**src/rtl/enter_pkg.sv**
```systemverilog
// Shared definitions for the hex entry bank: button indices, repeat FSM states,
// edit operations and the fixed button priority used for decode and retargeting.
package enter_pkg;

    localparam int NBTN      = 5;
    localparam int BTN_LEFT  = 4;
    localparam int BTN_INC   = 3;
    localparam int BTN_RIGHT = 2;
    localparam int BTN_DEC   = 1;
    localparam int BTN_CLR   = 0;

    typedef enum logic [1:0] {
        IDLE,
        DELAY,
        REPEAT
    } rpt_state_t;

    typedef enum logic [2:0] {
        OP_NONE,
        OP_LEFT,
        OP_RIGHT,
        OP_INC,
        OP_DEC,
        OP_CLR
    } op_t;

    // Priority order: left > right > inc > dec > clear.
    function automatic op_t decode_op(input logic [NBTN-1:0] ev);
        if (ev[BTN_LEFT])  return OP_LEFT;
        if (ev[BTN_RIGHT]) return OP_RIGHT;
        if (ev[BTN_INC])   return OP_INC;
        if (ev[BTN_DEC])   return OP_DEC;
        if (ev[BTN_CLR])   return OP_CLR;
        return OP_NONE;
    endfunction

    function automatic logic [2:0] pick_button(input logic [NBTN-1:0] ev);
        if (ev[BTN_LEFT])  return 3'(BTN_LEFT);
        if (ev[BTN_RIGHT]) return 3'(BTN_RIGHT);
        if (ev[BTN_INC])   return 3'(BTN_INC);
        if (ev[BTN_DEC])   return 3'(BTN_DEC);
        return 3'(BTN_CLR);
    endfunction

endpackage

```
**src/rtl/key_repeat.sv**
```systemverilog
// Turns five debounced button levels into single-cycle events: one per rising
// edge, plus auto-repeat for the most recently pressed button while it is held.
module key_repeat
    import enter_pkg::*;
#(
    parameter int REPEAT_DELAY  = 25_000_000,
    parameter int REPEAT_PERIOD = 5_000_000
) (
    input  logic            clk,
    input  logic            rst,
    input  logic [NBTN-1:0] i_levels,
    input  logic            i_en,
    output logic [NBTN-1:0] o_events
);

    localparam int MAX_CNT = (REPEAT_DELAY > REPEAT_PERIOD) ? REPEAT_DELAY : REPEAT_PERIOD;
    localparam int CNT_W   = $clog2(MAX_CNT + 1);
    localparam logic [CNT_W-1:0] LOAD_DELAY  = CNT_W'(REPEAT_DELAY - 1);
    localparam logic [CNT_W-1:0] LOAD_PERIOD = CNT_W'(REPEAT_PERIOD);
    localparam logic [CNT_W-1:0] CNT_ONE     = CNT_W'(1);

    rpt_state_t       r_state;
    logic [2:0]       r_btn;
    logic [CNT_W-1:0] r_cnt;
    logic [NBTN-1:0]  r_prev;
    logic [NBTN-1:0]  r_rep;

    logic [NBTN-1:0]  w_rise;
    logic             w_held;

    assign w_rise   = i_levels & ~r_prev;
    assign w_held   = i_levels[r_btn];
    // The repeat pulse is prepared a cycle early; a release in that cycle still cancels it.
    assign o_events = i_en ? (w_rise | (r_rep & i_levels)) : '0;

    // NOTE: every register in a clocked block uses <= so all state updates see
    // the same pre-edge values regardless of statement order.
    always_ff @(posedge clk or posedge rst) begin
        if (rst) begin
            r_state <= IDLE;
            r_btn   <= '0;
            r_cnt   <= '0;
            // Treat every button as already held so one held through reset needs a fresh press.
            r_prev  <= '1;
            r_rep   <= '0;
        end else begin
            r_prev <= i_levels;
            r_rep  <= '0;
            if (!i_en) begin
                r_state <= IDLE;
                r_cnt   <= '0;
            end else if (|w_rise) begin
                r_state <= DELAY;
                r_btn   <= pick_button(w_rise);
                r_cnt   <= LOAD_DELAY;
            end else if (r_state != IDLE && !w_held) begin
                r_state <= IDLE;
            end else begin
                case (r_state)
                    DELAY, REPEAT: begin
                        if (r_cnt == CNT_ONE) begin
                            r_rep   <= NBTN'(1) << r_btn;
                            r_state <= REPEAT;
                            r_cnt   <= LOAD_PERIOD;
                        end else begin
                            r_cnt <= r_cnt - CNT_ONE;
                        end
                    end
                    default: ;
                endcase
            end
        end
    end

endmodule

```
**src/rtl/hex_entry_bank.sv**
```systemverilog
// Front-panel hex editor: a bank of NREGS registers edited nibble by nibble
// from five buttons, with cursor, optional carry, bulk load and blink mask.
module hex_entry_bank
    import enter_pkg::*;
#(
    parameter int                        DIGITS        = 8,
    parameter int                        NREGS         = 2,
    parameter logic [NREGS*4*DIGITS-1:0] INIT          = 64'hD7BDFBD9_557EF7E0,
    parameter bit                        CARRY         = 1'b0,
    parameter int                        REPEAT_DELAY  = 25_000_000,
    parameter int                        REPEAT_PERIOD = 5_000_000
) (
    input  logic                        clk,
    input  logic                        rst,
    input  logic [NBTN-1:0]             BTN_OK,
    input  logic                        en,
    input  logic [2:0]                  sel,
    input  logic                        load,
    input  logic [4*DIGITS-1:0]         load_data,
    output logic [NREGS*4*DIGITS-1:0]   values,
    output logic [$clog2(DIGITS)-1:0]   cursor,
    output logic [DIGITS-1:0]           blink,
    output logic                        changed
);

    localparam int RW = 4 * DIGITS;
    localparam int CW = $clog2(DIGITS);
    localparam int SW = (NREGS > 1) ? $clog2(NREGS) : 1;
    localparam logic [CW-1:0] CUR_MAX = CW'(DIGITS - 1);

    logic [RW-1:0]   r_regs [NREGS];
    logic [CW-1:0]   r_cursor;
    logic            r_changed;

    logic [NBTN-1:0] w_events;
    op_t             w_op;
    logic            w_sel_ok;
    logic [SW-1:0]   w_sel_idx;
    logic [RW-1:0]   w_cur;
    logic [RW-1:0]   w_step;
    logic [RW-1:0]   w_next;
    logic [3:0]      w_nib;
    logic            w_write;

    key_repeat #(
        .REPEAT_DELAY  (REPEAT_DELAY),
        .REPEAT_PERIOD (REPEAT_PERIOD)
    ) u_key_repeat (
        .clk      (clk),
        .rst      (rst),
        .i_levels (BTN_OK),
        .i_en     (en),
        .o_events (w_events)
    );

    assign w_op      = decode_op(w_events);
    assign w_sel_ok  = (int'(sel) < NREGS);
    assign w_sel_idx = w_sel_ok ? sel[SW-1:0] : '0;
    assign w_cur     = r_regs[w_sel_idx];
    assign w_nib     = w_cur[4*r_cursor +: 4];
    assign w_step    = RW'(1) << (4 * r_cursor);

    // NOTE: w_next gets its default before the case so no path leaves it
    // unassigned, which would otherwise infer a latch.
    always_comb begin
        w_next = w_cur;
        case (w_op)
            OP_INC: begin
                if (CARRY) w_next = w_cur + w_step;
                else       w_next[4*r_cursor +: 4] = w_nib + 4'd1;
            end
            OP_DEC: begin
                if (CARRY) w_next = w_cur - w_step;
                else       w_next[4*r_cursor +: 4] = w_nib - 4'd1;
            end
            OP_CLR:  w_next[4*r_cursor +: 4] = 4'd0;
            default: ;
        endcase
    end

    // A load masks every button action, including cursor moves.
    assign w_write = w_sel_ok && (load || (w_op inside {OP_INC, OP_DEC, OP_CLR}));

    // NOTE: the bank is reset element by element because it must come out of
    // reset holding INIT; this keeps it in flops rather than a RAM macro.
    always_ff @(posedge clk or posedge rst) begin
        if (rst) begin
            for (int r = 0; r < NREGS; r++) begin
                r_regs[r] <= INIT[r*RW +: RW];
            end
            r_cursor  <= CUR_MAX;
            r_changed <= 1'b0;
        end else begin
            r_changed <= w_write;
            if (w_write) begin
                r_regs[w_sel_idx] <= load ? load_data : w_next;
            end
            if (!load) begin
                case (w_op)
                    OP_LEFT:  r_cursor <= (r_cursor == CUR_MAX) ? '0 : r_cursor + 1'b1;
                    OP_RIGHT: r_cursor <= (r_cursor == '0) ? CUR_MAX : r_cursor - 1'b1;
                    default:  ;
                endcase
            end
        end
    end

    for (genvar g = 0; g < NREGS; g++) begin : g_pack
        assign values[g*RW +: RW] = r_regs[g];
    end

    assign cursor  = r_cursor;
    assign blink   = en ? (DIGITS'(1) << r_cursor) : '0;
    assign changed = r_changed;

endmodule

```
**config.mk**
```make
export PLATFORM = sky130hd
export DESIGN_NAME = hex_entry_bank
export DESIGN_NICKNAME = d
export VERILOG_FILES = /design/src/rtl/enter_pkg.sv /design/src/rtl/key_repeat.sv /design/src/rtl/hex_entry_bank.sv
export SDC_FILE = /design/constraint.sdc
export NUM_CORES = 1
export LEC_CHECK = 0
export ABC_CLOCK_PERIOD_IN_PS = 4890
export CAP_MARGIN = 20
export CORE_MARGIN = 5
export CORE_UTILIZATION = 30
export CTS_CLUSTER_SIZE = 10
export DETAILED_ROUTE_END_ITERATION = 10
export GPL_ROUTABILITY_DRIVEN = 0
export PLACE_DENSITY = 0.53
export SLEW_MARGIN = 20
export SYNTH_ARGS = -nofsm -noshare
export SYNTH_HDL_FRONTEND = slang
export SYNTH_HIERARCHICAL = 1
export SYNTH_SLANG_ARGS = --single-unit
export TNS_END_PERCENT = 100
```
**constraint.sdc**
```tcl
create_clock -name clk -period 4.89 [get_ports clk]
set_input_delay 0.978 -clock clk [delete_from_list [all_inputs] [get_ports clk]]
set_output_delay 0.978 -clock clk [all_outputs]
set_load 0.02 [all_outputs]
```
==> impl_results.md, run 1 <==
* Outcome: finished clean
* Final setup viols at 0
* Nets@finish at 943
* Post-CTS resize count at 0
* Post-DRT Antenna Nets at 0
* Root buffer cell: clkbuf_16
* CP startpoint: sel[0]
* WL per Instance at 20.2 µm
* I/O Pins at 120
* CORE AREA at 23,600 µm²
* Most frequent cells in the layout: clkdlybuf4s50_1 (118), nand2_1 (90), dfrtp_1 (56), a21oi_1 (53), o21ai_0 (53)
* Cell Rows at 56
* Syn_nets at 839
* Final Max Tran Viols at 0
* RR Endpoint: values[54]
* Commonest non-fill, non-tap cell in the layout: clkdlybuf4s50_1
* Crit Path Max Fanout at 10
* Vias/cell at 5.40
* Initial antenna violation count at 0
* Post-CTS Setup Inserts at 0
* Slew headroom at 35.4%
* Main synth FF type: dfrtp_1
* Dpl cells at 1,193
* Hold Crit Class: reg2reg
* Pwr Density at 492 nW/µm²
* Crit-path cells: clkdlybuf4s50_1 -> nor3b_4 -> buf_4 -> mux4_2 -> o22ai_1 -> nor2_2 -> inv_1 -> ha_1 -> nor3_1 -> o21ai_2 -> a211oi_1 -> o31ai_1 -> o21ai_0
* Crit-path slowest cell: clkdlybuf4s50_1
* WP depth at 13
* Vias in the first global route at 6,365
* R2R cell count at 11
* Mapped Area at 7250 µm²
* Lkg Pwr at 0.00351 µW
* Reg2reg start: cursor[0]
* Height of the die at 165 µm
* First-pass GRT wire length at 37,100 µm
* Worst path buffer plus inverter count at 3
* Synth async-reset ratio at 100%
* Pre-CTS WS at 0.404 ns
* Clock sinks at 108
* Setup TNS at 0 ns
* Share of post-route cells with drive strength above 1 at 18.7%
* Max_cap viols at 0
* FMAX at 238 MHz
* Register area share after synthesis at 38.2%
* Min Tclk post-route at 4.19 ns
* Crit share post-route at 85.8%
* Vias at 6,525
* All-Layer GR Usage at 17.5%
* VDD IR max at 177 µV
* DR pass1 iterations at 5
* Hold buffers post-CTS at 0
* Overall routed net length at 24,400 µm
* DR DRC count at 0
* TritonCTS buffer count at 9
* # H-tree levels at 3
* Congestion Overflow GR at 0
* Worst setup path endpoint: values[54]
* Worst R2R Setup Slack at 1.35 ns
* Initial Utilization at 30.7%
* Max Root-Sink Buffers at 2
* CP max stage delay at 0.54 ns
* Die Footprint at 27,400 µm²
* Crit Path Category: in2reg
* RSZ-0062 raised after global routing: no
* Cell family with most CP delay: simple AND/OR/NAND/NOR gates
* CP required at 5.16 ns
* CP startpoint kind: primary input
* Clock Latency Late Sink at 0.37 ns
* Worst slew pin tran at 0.966 ns
* Clock transition at the registers of the reported paths at 0.08 ns
* Die X at 165 µm
* Largest net degree at the start of global routing at 45
* Yosys cell types at 76
* Non-filler instance count after layout at 1,209
* Area delta synth->final at 25.8%
* CP arrival at 4.47 ns
* Post-synth EDFFs at 0
* Synthesized instance count at 781
* CTS tree: built
* Avg Cell Area, Syn at 9.28 µm²
* Inserted Diodes at 0
* Clk_skew at 0.0124 ns
* Port bufs at 119
* Crit end category: register
* Total power draw at 4490 µW
* Fillers at 2,459
* Final worst slack at 0.696 ns
* Hpwl dp at 18,300 µm
* Synthesis warning total at 6
* #FFs+latches synth at 108
* Fin. Hold Viols at 0
* Initial drt markers at 576
## area by class of cell
cell class,instances,area [µm²],area share (%)
multi-input combinational,598,4180,45.8
sequential,108,2770,30.4
timing repair buffer,138,1330,14.6
tap,319,399,4.38
clock buffer,9,225,2.47
inverter,30,114,1.25
clock inverter,7,105,1.15
## worst min-delay path by stage
stage	from	endpoint	slack, ns	cells past startpoint
final	values[9]	values[9]	0.48	2
after global routing	values[9]	values[9]	0.50	2
after CTS	values[9]	values[9]	0.49	2
after detailed placement	values[57]	values[57]	0.47	2
after global placement	values[9]	values[9]	0.47	2
after floorplan	u_key_repeat/r_btn[2]	u_key_repeat/r_btn[2]	0.46	2
## metal layers
layer  routed length [µm]  GRT usage, %  up-vias
met2                11600          28.2      177
met5                    0             0        -
met4                  575          5.62        0
li1                     -             -     3106
met1                11100          23.9     3209
met3                 1160          3.25       33
## through the flow
step | area [µm²] | hold slack, ns | utilization [%]
floorplan | 7250 | 0.464 | -
global placement | 8790 | 0.471 | 37.2
detailed placement | 8790 | 0.474 | 37.2
CTS | 9120 | 0.485 | 38.6
global route | 9120 | 0.505 | 38.6
finish | 9120 | 0.483 | 38.6
## cells by family (layout without fill, tap and decap cells)
group	count (synthesis)	in the layout	synth area share (%)
buf+inv	75	184	4.57
flops	108	108	38.2
mux	82	82	14.7
compound gates	234	234	21.4
fa+ha+maj	14	14	2.42
simple gates	268	268	18.7
## worst reg2reg max path, cell delays in order (launching register included)
cell and delay (ns):
dfstp_2 0.81, buf_4 0.33, mux4_2 0.56, o22ai_1 0.24, nor2_2 0.14, inv_1 0.08
ha_1 0.15, a21boi_1 0.32, o21ai_2 0.15, a211oi_1 0.32, o31ai_1 0.14, o21ai_0 0.21
## synthesized netlist by cell type (15+ instances only)
| cell type | number | area (µm²) |
|---|---|---|
| a21oi_1 | 53 | 265 |
| dfstp_2 | 52 | 1370 |
| nand3_1 | 20 | 100 |
| nor3_1 | 29 | 145 |
| mux2_2 | 30 | 338 |
| a31oi_1 | 20 | 125 |
| a211oi_1 | 15 | 113 |
| clkbuf_1 | 29 | 109 |
| mux2i_1 | 36 | 360 |
| o21ai_0 | 53 | 265 |
| dfrtp_1 | 56 | 1400 |
| nand2_1 | 90 | 338 |
| inv_1 | 29 | 109 |
| nor2_1 | 47 | 176 |
## report_power, final
part | switching [µW] | leakage, µW | total, µW | internal [µW]
Combinational | 1210 | 0.00209 | 2150 | 939
Clock | 374 | 0.000159 | 833 | 459
Sequential | 301 | 0.00125 | 1500 | 1200
Total | 1890 | 0.00351 | 4490 | 2600
## registers in the layout, indices dropped and copies added, names as in the netlist
name	flops
u_key_repeat/r_prev	5
u_key_repeat/r_cnt	25
values	64
cursor	3
u_key_repeat/r_state	2
changed	1
u_key_repeat/r_rep	5
u_key_repeat/r_btn	3
Power figures use the tool's default switching activity.
==> run 2, diff against run 1 <==
- ABC_CLOCK_PERIOD_IN_PS: 4890 -> 4500
- CORE_ASPECT_RATIO: not set -> 1.2
- clock period: 4.89 -> 4.5 ns (I/O delays scaled with it)
==> impl_results.md, run 2 (synthesis gave the netlist of run 1 again) <==
* RSZ-0062 raised after global routing: no
* Total power draw at 4840 µW (+7.9%)
* Hold Slack at 0.485 ns (+0.00261 ns)
* Fillers at 2,486 (+1.1%)
* All-Layer GR Usage at 17.9% (+0.32 points)
* Crit Path Category: in2reg
* Min Tclk post-route at 3.85 ns
* Overall routed net length at 24,700 µm (+1.3%)
* CTS tree: built
* Most frequent cells in the layout: clkdlybuf4s50_1 (118), nand2_1 (90), dfrtp_1 (56), a21oi_1 (53), o21ai_0 (53)
* # H-tree levels at 3 (unchanged)
* Max Root-Sink Buffers at 2 (unchanged)
* Root buffer cell: clkbuf_16
* Setup TNS at 0 ns (unchanged)
* Area delta synth->final at 26.2%
* DR DRC count at 0 (unchanged)
* Crit end category: register
* Post-CTS resize count at 0 (unchanged)
* Hold Crit Class: reg2reg
* Vias/cell at 5.40 (about the same)
* Vias in the first global route at 6,572 (+3.3%)
* Commonest non-fill, non-tap cell in the layout: clkdlybuf4s50_1
* Worst slew pin tran at 0.909 ns (-0.0571 ns)
* Max reg flops at 64 (unchanged)
* Worst setup path endpoint: values[2]
* Clock Latency Late Sink at 0.37 ns (about the same)
* Final instance area at 9150 µm² (+0.32%)
* Height of the die at 180 µm (+9.0%)
* Hold buffers post-CTS at 0 (unchanged)
* Crit share post-route at 85.6%
* DR pass1 iterations at 5 (unchanged)
* VDD IR max at 209 µV (+18%)
* Port bufs at 119 (unchanged)
* Post-CTS Setup Inserts at 0 (unchanged)
* Share of post-route cells with drive strength above 1 at 19.1% (+0.45 points)
* Initial antenna violation count at 0 (unchanged)
* Slew headroom at 39.3% (+3.9 points)
* Worst R2R Setup Slack at 1.08 ns (-0.27 ns)
* Clock sinks at 108 (unchanged)
* WL per Instance at 20.4 µm (+0.77%)
* TritonCTS buffer count at 9 (unchanged)
* Internal at 2770 µW (+6.4%)
* CP startpoint kind: primary input
* Final Max Tran Viols at 0 (unchanged)
* Top Layer Used: met4
* Hold path startpoint: values[9]
* CP required at 4.75 ns (-0.41 ns)
* Initial Utilization at 30.3% (-0.36 points)
* Post-DRT Antenna Nets at 0 (unchanged)
* Hpwl dp at 18,600 µm (+1.5%)
* CP arrival at 4.10 ns (-0.37 ns)
* Outcome: finished clean
* Sequential Power Share at 33.5% (about the same)
* Lkg Pwr at 0.00353 µW (+0.66%)
* Final setup viols at 0 (unchanged)
* Clk_skew at 0.0155 ns (+0.00312 ns)
* Clock share of power at 16.9% (-1.6 points)
* CP startpoint: sel[0]
* Largest net degree at the start of global routing at 65 (+44%)
* WL met2 at 12,100 µm (+4.7%)
* Crit Path Max Fanout at 32 (+22)
* RR Endpoint: values[2]
* Combinational share of power at 49.6% (+1.7 points)
* Die X at 152 µm (-8.2%)
* Met1 WL at 10,500 µm (-5.2%)
* R2R cell count at 10 (-1)
* First-pass GRT wire length at 39,000 µm (+5.2%)
* Cell Rows at 62 (+11%)
* I/O Pins at 120 (unchanged)
* Die Footprint at 27,400 µm² (about the same)
* Inserted Diodes at 0 (unchanged)
* P_sw at 2070 µW (+9.9%)
* Sw Share at 42.8% (+0.78 points)
* Detail Route met3 WL at 1400 µm (+20%)
* Area after DPL at 8850 µm² (+0.73%)
* Reg2reg start: cursor[0]
* Max_cap viols at 0 (unchanged)
* CORE AREA at 23,900 µm² (+1.2%)
* FMAX at 260 MHz
* Pwr Density at 530 nW/µm² (+7.5%)
* Fin. Hold Viols at 0 (unchanged)
* Vias at 6,561 (+0.55%)
* Initial drt markers at 518 (-10%)
* Clock transition at the registers of the reported paths at 0.08 ns (about the same)
* Congestion Overflow GR at 0 (unchanged)
* Nets@finish at 948 (+0.53%)
==> run 2: area by class of cell <==
class,instances,area (µm²),area share [%]
multi-input cells,598,4180,45.7
flip-flops and latches,108,2770,30.3
repair buffers,143,1390,15.2
well taps,320,400,4.38
clock buffers,11,253,2.76
inverters,30,114,1.24
clock inverters,5,42.5,0.465
==> run 2: power groups by stage <==
stage	clock network (µW)	logic, µW	registers (µW)
2_1_floorplan	0	1280	1770
3_3_place_gp	0	2370	1640
3_5_place_dp	0	2390	1640
4_1_cts	844	2400	1620
5_1_grt	885	2580	1660
6_report	819	2400	1620
==> run 2: critical path, stage by stage <==
cell,delay (ns)
clkdlybuf4s50_1,0.54
nor3b_4,0.37
buf_12,0.26
mux4_2,0.33
o22ai_1,0.24
nor2_2,0.11
ha_1,0.21
a21boi_0,0.16
o21ai_2,0.29
a31oi_1,0.13
mux2_2,0.29
mux2_2,0.26
==> run 2: metrics by stage <==
| stage | setup slack (ns) | cells | util [%] |
|---|---|---|---|
| after global routing | 0.410 | 1215 | 38.3 |
| after CTS | 0.669 | 1215 | 38.3 |
| after global placement | 0.365 | 1199 | 37.0 |
| after detailed placement | 0.279 | 1199 | 37.0 |
| final | 0.648 | 1215 | 38.3 |
| after floorplan | 1.08 | 781 | - |
==> run 2: worst min path at each step <==
stage	to	cells after the start
after floorplan	u_key_repeat/r_btn[2]	2
after global placement	values[41]	2
after detailed placement	values[41]	2
after CTS	values[41]	2
after global routing	values[41]	2
final	values[9]	2
==> run 2: metal layers <==
layer / global-route usage, % / vias up
met5: 0 / -
met4: 6.65 / 0
met3: 3.60 / 42
met2: 30.2 / 218
met1: 22.6 / 3176
li1: - / 3125
==> run 3, diff against run 2 <==
- CORE_UTILIZATION: 30 -> 45
- PLACE_DENSITY: 0.53 -> 0.72
==> impl_results.md, run 3 (synthesis gave the netlist of run 1 again) <==
* Crit Path Max Fanout at 13 (-59%)
* Max reg flops at 64 (unchanged)
* Die Footprint at 18,800 µm² (-32%)
* Vias in the first global route at 6,514 (-0.88%)
* Finished Core Util at 57.3% (+19 points)
* Crit-path cells: clkdlybuf4s50_1 -> nor3b_4 -> buf_4 -> mux4_2 -> o22ai_1 -> nor2_2 -> inv_1 -> ha_1 -> nor3_1 -> o21ai_2 -> a211oi_1 -> o31ai_1 -> o21ai_0
* Final setup viols at 0 (unchanged)
* CTS tree: built
* Final Max Tran Viols at 0 (unchanged)
* Initial drt markers at 595 (+15%)
* Fillers at 1,396 (-44%)
* Crit end category: register
* Nets@finish at 946 (-0.21%)
* Clock Latency Late Sink at 0.37 ns (about the same)
* Setup TNS at 0 ns (unchanged)
* Worst hold stages at 2 (unchanged)
* Pwr Density at 540 nW/µm² (+2.0%)
* Fin. Hold Viols at 0 (unchanged)
* Worst path buffer plus inverter count at 3 (+1)
* DR DRC count at 0 (unchanged)
* Hold Crit Class: reg2reg
* VDD IR max at 213 µV (+2.2%)
* Worst setup path endpoint: values[22]
* Share of post-route cells with drive strength above 1 at 18.9% (-0.18 points)
* Worst R2R Setup Slack at 1.08 ns (about the same)
* Post-CTS Setup Inserts at 0 (unchanged)
* CP arrival at 4.18 ns (+0.08 ns)
* Largest net degree at the start of global routing at 41 (-37%)
* Worst slew pin tran at 0.926 ns (+0.0170 ns)
* Area delta synth->final at 24.1%
* I/O Pins at 120 (unchanged)
* Clk_skew at 0.0156 ns (+0.000111 ns)
* Root buffer cell: clkbuf_16
* WP depth at 13 (+1)
* Initial antenna violation count at 0 (unchanged)
* All-Layer GR Usage at 23.6% (+5.8 points)
* Min Tclk post-route at 3.90 ns (+0.0449 ns)
* Total power draw at 4860 µW (+0.32%)
* Port bufs at 119 (unchanged)
* Hold buffers post-CTS at 0 (unchanged)
* DR pass1 iterations at 7 (+2)
* Post-CTS resize count at 0 (unchanged)
* Crit-path slowest cell: clkdlybuf4s50_1
* WL per Instance at 20.3 µm (-0.12%)
* Die X at 126 µm (-17%)
* Commonest non-fill, non-tap cell in the layout: clkdlybuf4s50_1
* Overall routed net length at 22,400 µm (-9.5%)
* Most frequent cells in the layout: clkdlybuf4s50_1 (118), nand2_1 (90), dfrtp_1 (56), a21oi_1 (53), o21ai_0 (53)
* Inserted Diodes at 0 (unchanged)
* Initial Utilization at 46.2% (+16 points)
* # H-tree levels at 3 (unchanged)
* Hpwl dp at 16,600 µm (-11%)
* Vias at 6,714 (+2.3%)
* Reg2reg start: cursor[1]
* Congestion Overflow GR at 0 (unchanged)
* Slew headroom at 38.1% (-1.1 points)
* Lkg Pwr at 0.00352 µW (-0.18%)
* CP max stage delay at 0.54 ns (about the same)
* CORE AREA at 15,700 µm² (-34%)
* CP required at 4.78 ns (+0.03 ns)
* Vias/cell at 6.10 (+13%)
* Crit share post-route at 86.6% (+1.0 points)
* RSZ-0062 raised after global routing: no
* Max Root-Sink Buffers at 2 (unchanged)
* Max_cap viols at 0 (unchanged)
* Height of the die at 149 µm (-17%)
* RR Endpoint: values[26]
* FMAX at 257 MHz (-1.2%)
* Post-DRT Antenna Nets at 0 (unchanged)
* Clock transition at the registers of the reported paths at 0.07 ns (about the same)
* R2R cell count at 9 (-1)
* Clock sinks at 108 (unchanged)
* Cell Rows at 50 (-19%)
* First-pass GRT wire length at 35,700 µm (-8.6%)
* CP startpoint kind: primary input
* Cell family with most CP delay: simple AND/OR/NAND/NOR gates
* Crit Path Category: in2reg
* Outcome: finished clean
* CP startpoint: sel[0]
* TritonCTS buffer count at 9 (unchanged)
## run 3: tightest hold or removal path: stages (launching register included)
cell,delay [ns]
dfstp_2,0.39
nand2_1,0.06
nand2_1,0.04
## run 3: how the worst min path moves through the flow
stage                           from                    end  slack [ns]
5_1_grt                   values[57]             values[57]        0.52
2_1_floorplan  u_key_repeat/r_btn[2]  u_key_repeat/r_btn[2]        0.46
6_report                  values[57]             values[57]        0.49
4_1_cts                   values[57]             values[57]        0.50
3_5_place_dp              values[57]             values[57]        0.49
3_3_place_gp              values[57]             values[57]        0.48
## run 3: per-stage QoR
stage / std cells / worst slack [ns] / hold WS, ns / cell area (µm²)
floorplan: 781 / 1.08 / 0.464 / 7250
global placement: 1085 / 0.371 / 0.481 / 8670
detailed placement: 1085 / 0.282 / 0.486 / 8670
CTS: 1101 / 0.635 / 0.497 / 8990
global route: 1101 / 0.304 / 0.516 / 8990
finish: 1101 / 0.603 / 0.491 / 8990
## run 3: final cells by class
class | instances | area, µm² | share of cell area (%)
clock buffer | 10 | 250 | 2.78
clock inverter | 6 | 73.8 | 0.821
inverter | 30 | 113 | 1.25
multi-input combinational | 598 | 4180 | 46.5
sequential | 108 | 2770 | 30.8
tap | 208 | 260 | 2.89
timing repair buffer | 141 | 1350 | 15.0
## run 3: routing by layer
metal	GRT usage (%)	share of wire, %	up-vias
met5	0	0	-
met4	8.69	3.0	0
met3	4.73	7.3	48
met2	39.3	49	293
met1	30.7	41	3240
li1	-	-	3133
## run 3: power by group
| part | leakage, µW | internal (µW) | total, µW | switching [µW] |
|---|---|---|---|---|
| clock | 0.000160 | 475 | 874 | 399 |
| combinational | 0.00211 | 1030 | 2380 | 1350 |
| sequential | 0.00125 | 1310 | 1610 | 299 |
| total | 0.00352 | 2810 | 4860 | 2050 |
